[config.mk]
export PLATFORM = sky130hd
export DESIGN_NAME = wb_ram_ctrl
export DESIGN_NICKNAME = d
export VERILOG_FILES = /design/src/rtl/wb_ram_ctrl.sv
export SDC_FILE = /design/constraint.sdc
export NUM_CORES = 1
export LEC_CHECK = 0
export BUFFER_PORTS_ARGS = -buffer_cell sky130_fd_sc_hd__buf_2
export CAP_MARGIN = 20
export CORE_AREA = 2 2 81 83
export CTS_BUF_LIST = sky130_fd_sc_hd__clkbuf_2
export DETAILED_ROUTE_END_ITERATION = 10
export DIE_AREA = 0 0 83 85
export PLACE_DENSITY = 0.74
export SETUP_SLACK_MARGIN = 0.05
export SYNTH_ARGS = -nofsm -noshare
export SYNTH_HDL_FRONTEND = slang
export SYNTH_SLANG_ARGS = --single-unit
export TNS_END_PERCENT = 20
[constraint.sdc]
create_clock -name clk -period 1.9 [get_ports clk]
set_clock_uncertainty 0.05 [all_clocks]
set_input_delay 0.19 -clock clk [delete_from_list [all_inputs] [get_ports clk]]
set_output_delay 0.19 -clock clk [all_outputs]
set_load 0.02 [all_outputs]
[src/rtl/wb_ram_ctrl.sv]
// Wishbone B3 slave bridging to a synchronous single-cycle-read RAM.
// Supports classic cycles plus constant/incrementing bursts with linear and wrap addressing.
module wb_ram_ctrl #(
    parameter int RAM_AW      = 15,
    parameter bit CHECK_RANGE = 1'b1
) (
    input  logic              clk,
    input  logic              rst,
    input  logic              wb_cyc_i,
    input  logic              wb_stb_i,
    input  logic              wb_we_i,
    input  logic [31:0]       wb_adr_i,
    input  logic [31:0]       wb_dat_i,
    input  logic [3:0]        wb_sel_i,
    input  logic [2:0]        wb_cti_i,
    input  logic [1:0]        wb_bte_i,
    output logic              wb_ack_o,
    output logic              wb_err_o,
    output logic [31:0]       wb_dat_o,
    output logic [3:0]        ram_we,
    output logic [31:0]       ram_din,
    output logic [RAM_AW-1:0] ram_waddr,
    output logic [RAM_AW-1:0] ram_raddr,
    input  logic [31:0]       ram_dout
);

    typedef enum logic [1:0] {IDLE, ACK, ERR} state_t;

    localparam logic [RAM_AW-1:0] ONE = RAM_AW'(1);

    state_t            state, state_nxt;
    logic [RAM_AW-1:0] adr_q, adr_nxt;
    logic [RAM_AW-1:0] word_adr;
    logic              req;
    logic              out_of_range;
    logic              burst;
    logic              ack;
    logic              err;
    logic              unused_ok;

    // Constant-address bursts repeat adr_q; incrementing bursts wrap inside a 4/8/16-word block.
    function automatic logic [RAM_AW-1:0] next_adr(input logic [RAM_AW-1:0] a,
                                                   input logic [2:0]        cti,
                                                   input logic [1:0]        bte);
        logic [RAM_AW-1:0] inc;
        logic [RAM_AW-1:0] mask;
        inc = a + ONE;
        case (bte)
            2'b01:   mask = RAM_AW'(3);
            2'b10:   mask = RAM_AW'(7);
            2'b11:   mask = RAM_AW'(15);
            default: mask = '1;
        endcase
        if (cti == 3'b001)
            return a;
        return (a & ~mask) | (inc & mask);
    endfunction

    assign word_adr     = wb_adr_i[RAM_AW+1:2];
    assign req          = wb_cyc_i & wb_stb_i;
    assign out_of_range = CHECK_RANGE && ((wb_adr_i >> (RAM_AW + 2)) != 32'h0);
    assign burst        = (wb_cti_i == 3'b010) || (wb_cti_i == 3'b001);
    assign unused_ok    = &{1'b0, wb_adr_i[1:0]};

    always_ff @(posedge clk) begin
        if (rst) begin
            state <= IDLE;
            adr_q <= '0;
        end else begin
            state <= state_nxt;
            adr_q <= adr_nxt;
        end
    end

    always_comb begin
        state_nxt = state;
        adr_nxt   = adr_q;
        ram_raddr = adr_q;
        ack       = 1'b0;
        err       = 1'b0;
        case (state)
            IDLE: begin
                // Present the bus address straight to the RAM so data is ready on the ack cycle.
                ram_raddr = word_adr;
                if (req) begin
                    if (out_of_range) begin
                        state_nxt = ERR;
                    end else begin
                        adr_nxt   = word_adr;
                        state_nxt = ACK;
                    end
                end
            end
            ACK: begin
                if (!wb_cyc_i) begin
                    state_nxt = IDLE;
                end else if (wb_stb_i) begin
                    ack = 1'b1;
                    if (burst) begin
                        adr_nxt   = next_adr(adr_q, wb_cti_i, wb_bte_i);
                        ram_raddr = adr_nxt;
                    end else begin
                        state_nxt = IDLE;
                    end
                end
            end
            ERR: begin
                err       = req;
                state_nxt = IDLE;
            end
            default: state_nxt = IDLE;
        endcase
    end

    // Responses are suppressed for the whole reset cycle, even if the FSM was mid-burst.
    assign wb_ack_o  = ack & ~rst;
    assign wb_err_o  = err & ~rst;
    assign wb_dat_o  = wb_ack_o ? ram_dout : 32'h0;
    assign ram_we    = (wb_ack_o & wb_we_i) ? wb_sel_i : 4'h0;
    assign ram_din   = wb_dat_i;
    assign ram_waddr = adr_q;

endmodule

==> impl_metrics.yaml, run 1 <==
route:
  wl_per_cell_um: 17.5
  drc: 0
  routed_wl_um: 8920
  num_vias: 2779
  ant_nets: 0
  drt_iter0_markers: 202
  dr.pass1.iters: 5
  viasPerCell: 5.44
setup_path:
  cpMostUsedCell: "buf_6"
  path_cells: "nand2_1 -> nor3_4 -> buf_6 -> nand4_1 -> a21oi_2 -> a2bb2oi_2 -> buf_6"
  cp_max_fo: 5
  critPathLaunchType: "register"
  r2r-end: "ram_waddr[10]$_SDFFE_PP0P_"
  endpoint: "ram_raddr[13]"
  critPathKind: "reg2out"
  cpPeakStageDelay_ps: 420
  cp-end-kind: "primary output"
  r2r_setup_slack_ps: 90
  critPathTopFamily: "simple AND/OR/NAND/NOR gates"
  cp_num_cells: 7
  ff2ff_path_depth: 7
  crit_arrival_ps: 1860
  worst-endpoint-required_ps: 1660
  reg2reg_from: "ram_waddr[0]$_SDFFE_PP0P_"
  cp_slowest_cell: "dfxtp_4"
  crit_start: "ram_waddr[0]$_SDFFE_PP0P_"
  worst-path-buf-inv: 2
clock_network:
  cts_buffers: 3
  cts_max_path_buffers: 2
  cts.clk_slew.worst_paths_ps: 190
  cts_tree: "done"
  clkSinkCount: 17
  cts_hold_buf: 0
  htree_levels: 1
  cts_root_buf: "clkbuf_2"
  clk_latency_ps: 310
timing:
  fin_crit_ps: 2100
  whs_ps: 74.6
  max_freq_mhz: 475
  grt_setup_unrepaired: "yes"
  fin_ws_ps: -205
  min_period_over_period_pct: 111
  setup_viol: 15
  slew_violations: 0
  hold_violations: 0
  max_slew.worst_pin.slew_ps: 587
  tns_ps: -1960
  slew_headroom_pct: 60.8
floorplan:
  start_util_pct: 33.6
  row_count: 29
  die_y_um: 85
  die_area_um2: 7060
  io_pins: 210
  die_w_um: 83
  core_um2: 6200
placed_design:
  place.gp.congestion: 0.914
  dp.cells: 501
  detailed_place_hpwl_um: 7230
  dpl_cell_area_um2: 2880
  io_buffers: 143
global_routing:
  grt_max_degree: 38
  grt_usage_pct: 23.4
  first_global_vias: 2646
  grt_pass1_wl_um: 13400
  antenna_found_initial: 0
  grt.overflow.total: 0
cells_and_area:
  nFillCells: 642
  seqCellArea_um2: 359
  post-route-cell-area_um2: 3170
  multi_input_area_um2: 1570
  antenna_cells: 0
  drive_gt1_share_pct: 54.6
  instances_no_fill: 511
  area_growth_pct: 52.1
  layout.nets: 548
yosys:
  synthTopCellsByArea: "dfxtp_1 (16%), buf_4 (12%), and2_1 (9.9%)"
  netlist.area_leader.share_pct: 16.3
  synth-edff-count: 0
  ys_async_sr_fraction_pct: 0
  yosysTopAreaCell: "dfxtp_1"
  seq_area_frac_synth_pct: 16.3
  syn_inst: 300
  ys_types: 44
  synth.most_common_cell: "and2_1"
  synth_common_cells: "and2_1 (33), buf_4 (32), nand2_1 (27)"
  synth-main-ff-cell: "dfxtp_1"
  synth_area_um2: 2080
  synth-seq-cells: 17
  avgSynthCellArea_um2: 6.94
  synth_nets: 413
  ys_warn_count: 0
flow_run:
  maxCapViolCount: 0
power_and_ir_drop:
  report.power.total_mw: 1.01
  cellPowerDensity_nw_per_um2: 319
  power_leakage_nw: 1.51
  irDropWorstVdd_mv: 0.205
run_status:
  failed_checks: "negative setup slack"
  status: "finished, violations left"
worst_hold_path:
  hp-class: "in2reg"
-- metrics by stage --
stage / utilization (%) / setup WS, ps
global route: 51.1 / -297
detailed placement: 46.4 / -77.9
global placement: 46.4 / -34.8
CTS: 48.7 / -199
floorplan: - / 45.4
finish: 51.1 / -205
-- cell type report --
class                      count  share of cell area, %
multi-input combinational    224                   49.6
sequential                    17                   11.3
timing repair buffer         184                   34.8
clock buffer                   4                  0.632
tap                           77                   3.04
inverter                       5                  0.592
-- power by group --
group / internal [mW] / total, mW / leakage [nW] / switching [mW]
logic: 0.216 / 0.456 / 1.35 / 0.240
registers: 0.362 / 0.369 / 0.143 / 0.00749
clock network: 0.0558 / 0.184 / 0.0166 / 0.128
total: 0.633 / 1.01 / 1.51 / 0.376
-- state kept, by name, summed over array words and instances (netlist names) --
signal	flops
ram_waddr	15
state	2
-- placed cells by master, fill, tap and decap left out, types with 2 or more instances in the layout --
cell,instances
dfxtp_2,9
and4_1,2
a21oi_1,14
o2bb2a_1,2
nor2_1,16
a31oi_1,17
xnor2_1,2
o21ai_0,3
dfxtp_1,6
buf_2,125
nand2_1,26
nor3_1,4
a21oi_2,6
nand3_4,2
o22ai_1,6
o22ai_2,3
and3_1,6
a2bb2oi_1,2
a2bb2oi_2,3
nor3_4,2
o211ai_1,8
and2_1,26
and2_4,7
clkbuf_2,4
o2bb2a_2,2
nor4_1,5
nand3_1,11
dfxtp_4,2
or3_1,11
ha_1,2
o22a_1,4
o2bb2a_4,2
nand4_1,8
buf_4,52
buf_6,6
inv_1,5
and3_4,2
-- routing by layer --
| layer | global-route usage (%) | wire (µm) | vias to the layer above |
|---|---|---|---|
| met2 | 41.8 | 4550 | 141 |
| li1 | - | - | 1336 |
| met5 | 0 | 0 | - |
| met3 | 6.32 | 789 | 12 |
| met4 | 6.11 | 153 | 0 |
| met1 | 27.7 | 3430 | 1290 |
-- worst min path at each step --
stage                                            end  depth (start not counted)  slack (ps)    startpoint
final                      ram_waddr[4]$_SDFFE_PP0P_                          3          70   wb_adr_i[6]
after global placement                   ram_din[15]                          0         330  wb_dat_i[15]
after CTS                  ram_waddr[7]$_SDFFE_PP0P_                          3          80   wb_adr_i[9]
after floorplan           ram_waddr[13]$_SDFFE_PP0P_                          2         300  wb_adr_i[15]
after detailed placement                 ram_din[15]                          0         330  wb_dat_i[15]
after global routing       ram_waddr[3]$_SDFFE_PP0P_                          3          50   wb_adr_i[5]
-- worst min-delay path: stages --
cell,delay [ps]
buf_2,110
nand2_1,50
a31oi_1,70
-- cell families (layout without fill, tap and decap cells) --
| group | count (synthesis) | count (layout) | synth area share (%) |
|---|---|---|---|
| fa+ha+maj | 3 | 3 | 1.80 |
| compound gates | 79 | 79 | 25.6 |
| simple gates | 139 | 139 | 38.3 |
| xor+xnor | 2 | 2 | 0.841 |
| buf+inv | 59 | 193 | 16.6 |
| flops | 17 | 17 | 16.3 |
| mux | 1 | 1 | 0.480 |
-- what timing repair did --
action                     4_1_cts  5_1_grt
buffers inserted                 4        4
pin swaps                       12        7
setup endpoints to repair       25       54
cloned                           0        0
gates resized for setup         33       36
Note: power is estimated with default switching activity, not from simulation.
==> run 2, diff against run 1 <==
--- a/config.mk
+++ b/config.mk
@@ -7,11 +7,11 @@
 export LEC_CHECK = 0
 export BUFFER_PORTS_ARGS = -buffer_cell sky130_fd_sc_hd__buf_2
 export CAP_MARGIN = 20
-export CORE_AREA = 2 2 81 83
+export CORE_ASPECT_RATIO = 0.8
+export CORE_UTILIZATION = 34
 export CTS_BUF_LIST = sky130_fd_sc_hd__clkbuf_2
 export DETAILED_ROUTE_END_ITERATION = 10
-export DIE_AREA = 0 0 83 85
-export PLACE_DENSITY = 0.74
+export PLACE_DENSITY = 0.77
 export SETUP_SLACK_MARGIN = 0.05
 export SYNTH_ARGS = -nofsm -noshare
 export SYNTH_HDL_FRONTEND = slang
==> constraint.sdc (replaced) <==
create_clock -name clk -period 1.89 [get_ports clk]
set_clock_uncertainty 0.05 [all_clocks]
set_input_delay 0.189 -clock clk [delete_from_list [all_inputs] [get_ports clk]]
set_output_delay 0.189 -clock clk [all_outputs]
set_load 0.02 [all_outputs]
==> impl_metrics.yaml, run 2 (synthesis gave the netlist of run 1 again) <==
cells_and_area:
  instances_no_fill: 521
  final_cell_mix: "buf_2 (115), buf_4 (59), and2_1 (31)"
  layout.nets: 554
  drive_gt1_share_pct: 53.4
  post-route-cell-area_um2: 3290
  area_growth_pct: 58.0
  largest_reg_flops: 15
  antenna_cells: 0
  final_common_cell: "buf_2"
global_routing:
  grt.overflow.total: 0
  grt_max_degree: 38
  grt_pass1_wl_um: 12100
  first_global_vias: 2522
  grt_usage_pct: 24.1
  antenna_found_initial: 0
clock_network:
  cts.clk_slew.worst_paths_ps: 190
  cts_max_path_buffers: 2
  cts_tree: "done"
  cts_buffers: 3
  clkSinkCount: 17
  htree_levels: 1
  clk_latency_ps: 320
  cts_root_buf: "clkbuf_2"
setup_path:
  crit_start: "ram_waddr[1]$_SDFFE_PP0P_"
  r2r_setup_slack_ps: 90
  worst-path-buf-inv: 3
  r2r-end: "ram_waddr[10]$_SDFFE_PP0P_"
  cp-end-kind: "primary output"
  path_cells: "ha_4 -> nor3b_4 -> buf_6 -> buf_4 -> nand3_2 -> a21oi_1 -> o2bb2a_2 -> buf_6"
  cp_slowest_cell: "dfxtp_4"
  cp_num_cells: 8
  crit_arrival_ps: 1920
  critPathLaunchType: "register"
  cpMostUsedCell: "buf_6"
  worst-endpoint-required_ps: 1650
  ff2ff_path_depth: 7
  critPathTopFamily: "flip-flops"
  cp_max_fo: 7
  endpoint: "ram_raddr[8]"
  reg2reg_from: "ram_waddr[1]$_SDFFE_PP0P_"
  critPathKind: "reg2out"
  cpPeakStageDelay_ps: 420
power_and_ir_drop:
  report.power.total_mw: 1.03
  p_switching_mw: 0.387
  p_seq_share_pct: 36.2
  cellPowerDensity_nw_per_um2: 314
  p_int_mw: 0.648
  irDropWorstVdd_mv: 0.184
  switching_share_pct: 37.4
  power_frac_comb_pct: 46.3
  p_clk_share_pct: 17.5
  power_leakage_nw: 1.58
placed_design:
  detailed_place_hpwl_um: 6110
  io_buffers: 143
  dp_slack_ps: -55.9
  place.gp.congestion: 0.840
  dpl_cell_area_um2: 2870
  dp.cells: 504
floorplan:
  die_area_um2: 6450
  die_y_um: 72.0
  io_pins: 210
  die_w_um: 89.5
  start_util_pct: 35.2
  row_count: 25
  core_um2: 5910
run_status:
  failed_checks: "negative setup slack"
  status: "finished, violations left"
timing:
  whs_ps: 66.2
  grt_setup_unrepaired: "yes"
  hold_violations: 0
  fin_ws_ps: -269
  fin_crit_ps: 2160
  setup_viol: 15
  max_slew.worst_pin.slew_ps: 574
  slew_headroom_pct: 61.7
  max_freq_mhz: 463
  min_period_over_period_pct: 114
  slew_violations: 0
route:
  drc: 0
  routed_wl_um: 8150
  wl_per_cell_um: 15.6
  viasPerCell: 5.52
  num_vias: 2875
  ant_nets: 0
  drt_iter0_markers: 239
  dr.pass1.iters: 5
worst_hold_path:
  whs_path_depth: 3
  hp-class: "in2reg"
flow_run:
  maxCapViolCount: 0
-- run 2: changes by cell type in the layout (fill, tap and decap cells not counted), moves of 2 or more --
cell      change
o2bb2a_1      -2
dfxtp_2       -6
buf_4         +7
and2_4        -6
o2bb2a_2      +2
buf_6         +8
dfxtp_1       +5
buf_2        -10
nand2_4       +2
and2_1        +5
-- run 2: through the flow --
stage / TNS, ps / util [%]
6_report: -2810 / 55.7
5_1_grt: -4460 / 55.7
4_1_cts: -2890 / 51.6
3_5_place_dp: -209 / 48.6
3_3_place_gp: -64.7 / 48.6
2_1_floorplan: 0 / -
-- run 2: worst min-delay path by stage --
stage,slack (ps),from,end
floorplan,300,wb_adr_i[15],ram_waddr[13]$_SDFFE_PP0P_
global placement,330,wb_dat_i[14],ram_din[14]
detailed placement,330,wb_dat_i[14],ram_din[14]
CTS,60,wb_adr_i[8],ram_waddr[6]$_SDFFE_PP0P_
global route,60,wb_adr_i[13],ram_waddr[11]$_SDFFE_PP0P_
finish,70,wb_adr_i[13],ram_waddr[11]$_SDFFE_PP0P_
-- run 2: final cells by class --
| cell class | count | area, µm² |
|---|---|---|
| multi-input cells | 224 | 1580 |
| clock buffers | 3 | 15.0 |
| repair buffers | 190 | 1220 |
| well taps | 81 | 101 |
| flip-flops and latches | 17 | 355 |
| inverters | 5 | 18.8 |
| fillers | 543 | 2620 |
| clock inverters | 1 | 5.00 |
-- run 2: routing by layer --
layer | GRT usage, % | wire length, µm | vias up | part of all wire (%)
met5 | 0 | 0 | - | 0
li1 | - | - | 1355 | -
met1 | 28.2 | 3110 | 1336 | 38
met3 | 6.48 | 695 | 15 | 8.5
met4 | 3.88 | 101 | 0 | 1.2
met2 | 44.4 | 4240 | 169 | 52
-- run 2: timing repair --
item / in CTS / in global routing
hold buffers: 0 / 0
buffers inserted: 6 / 7
pin swaps: 14 / 13
setup endpoints to repair: 53 / 55
resized for setup: 32 / 53
-- run 2: worst register-to-register path, stage by stage, from the launching register on --
cell and delay [ps]:
dfxtp_4 420, ha_4 140, nor3b_4 170, buf_6 160, nand4_1 140, buf_4 170, or3_1 330, a31oi_1 160
-- run 2: power by group through the flow --
stage / clock (mW) / sequential (mW) / combinational, mW
floorplan: 0 / 0.380 / 0.315
CTS: 0.180 / 0.373 / 0.436
global route: 0.197 / 0.375 / 0.515
detailed placement: 0 / 0.380 / 0.402
global placement: 0 / 0.379 / 0.393
finish: 0.181 / 0.374 / 0.479
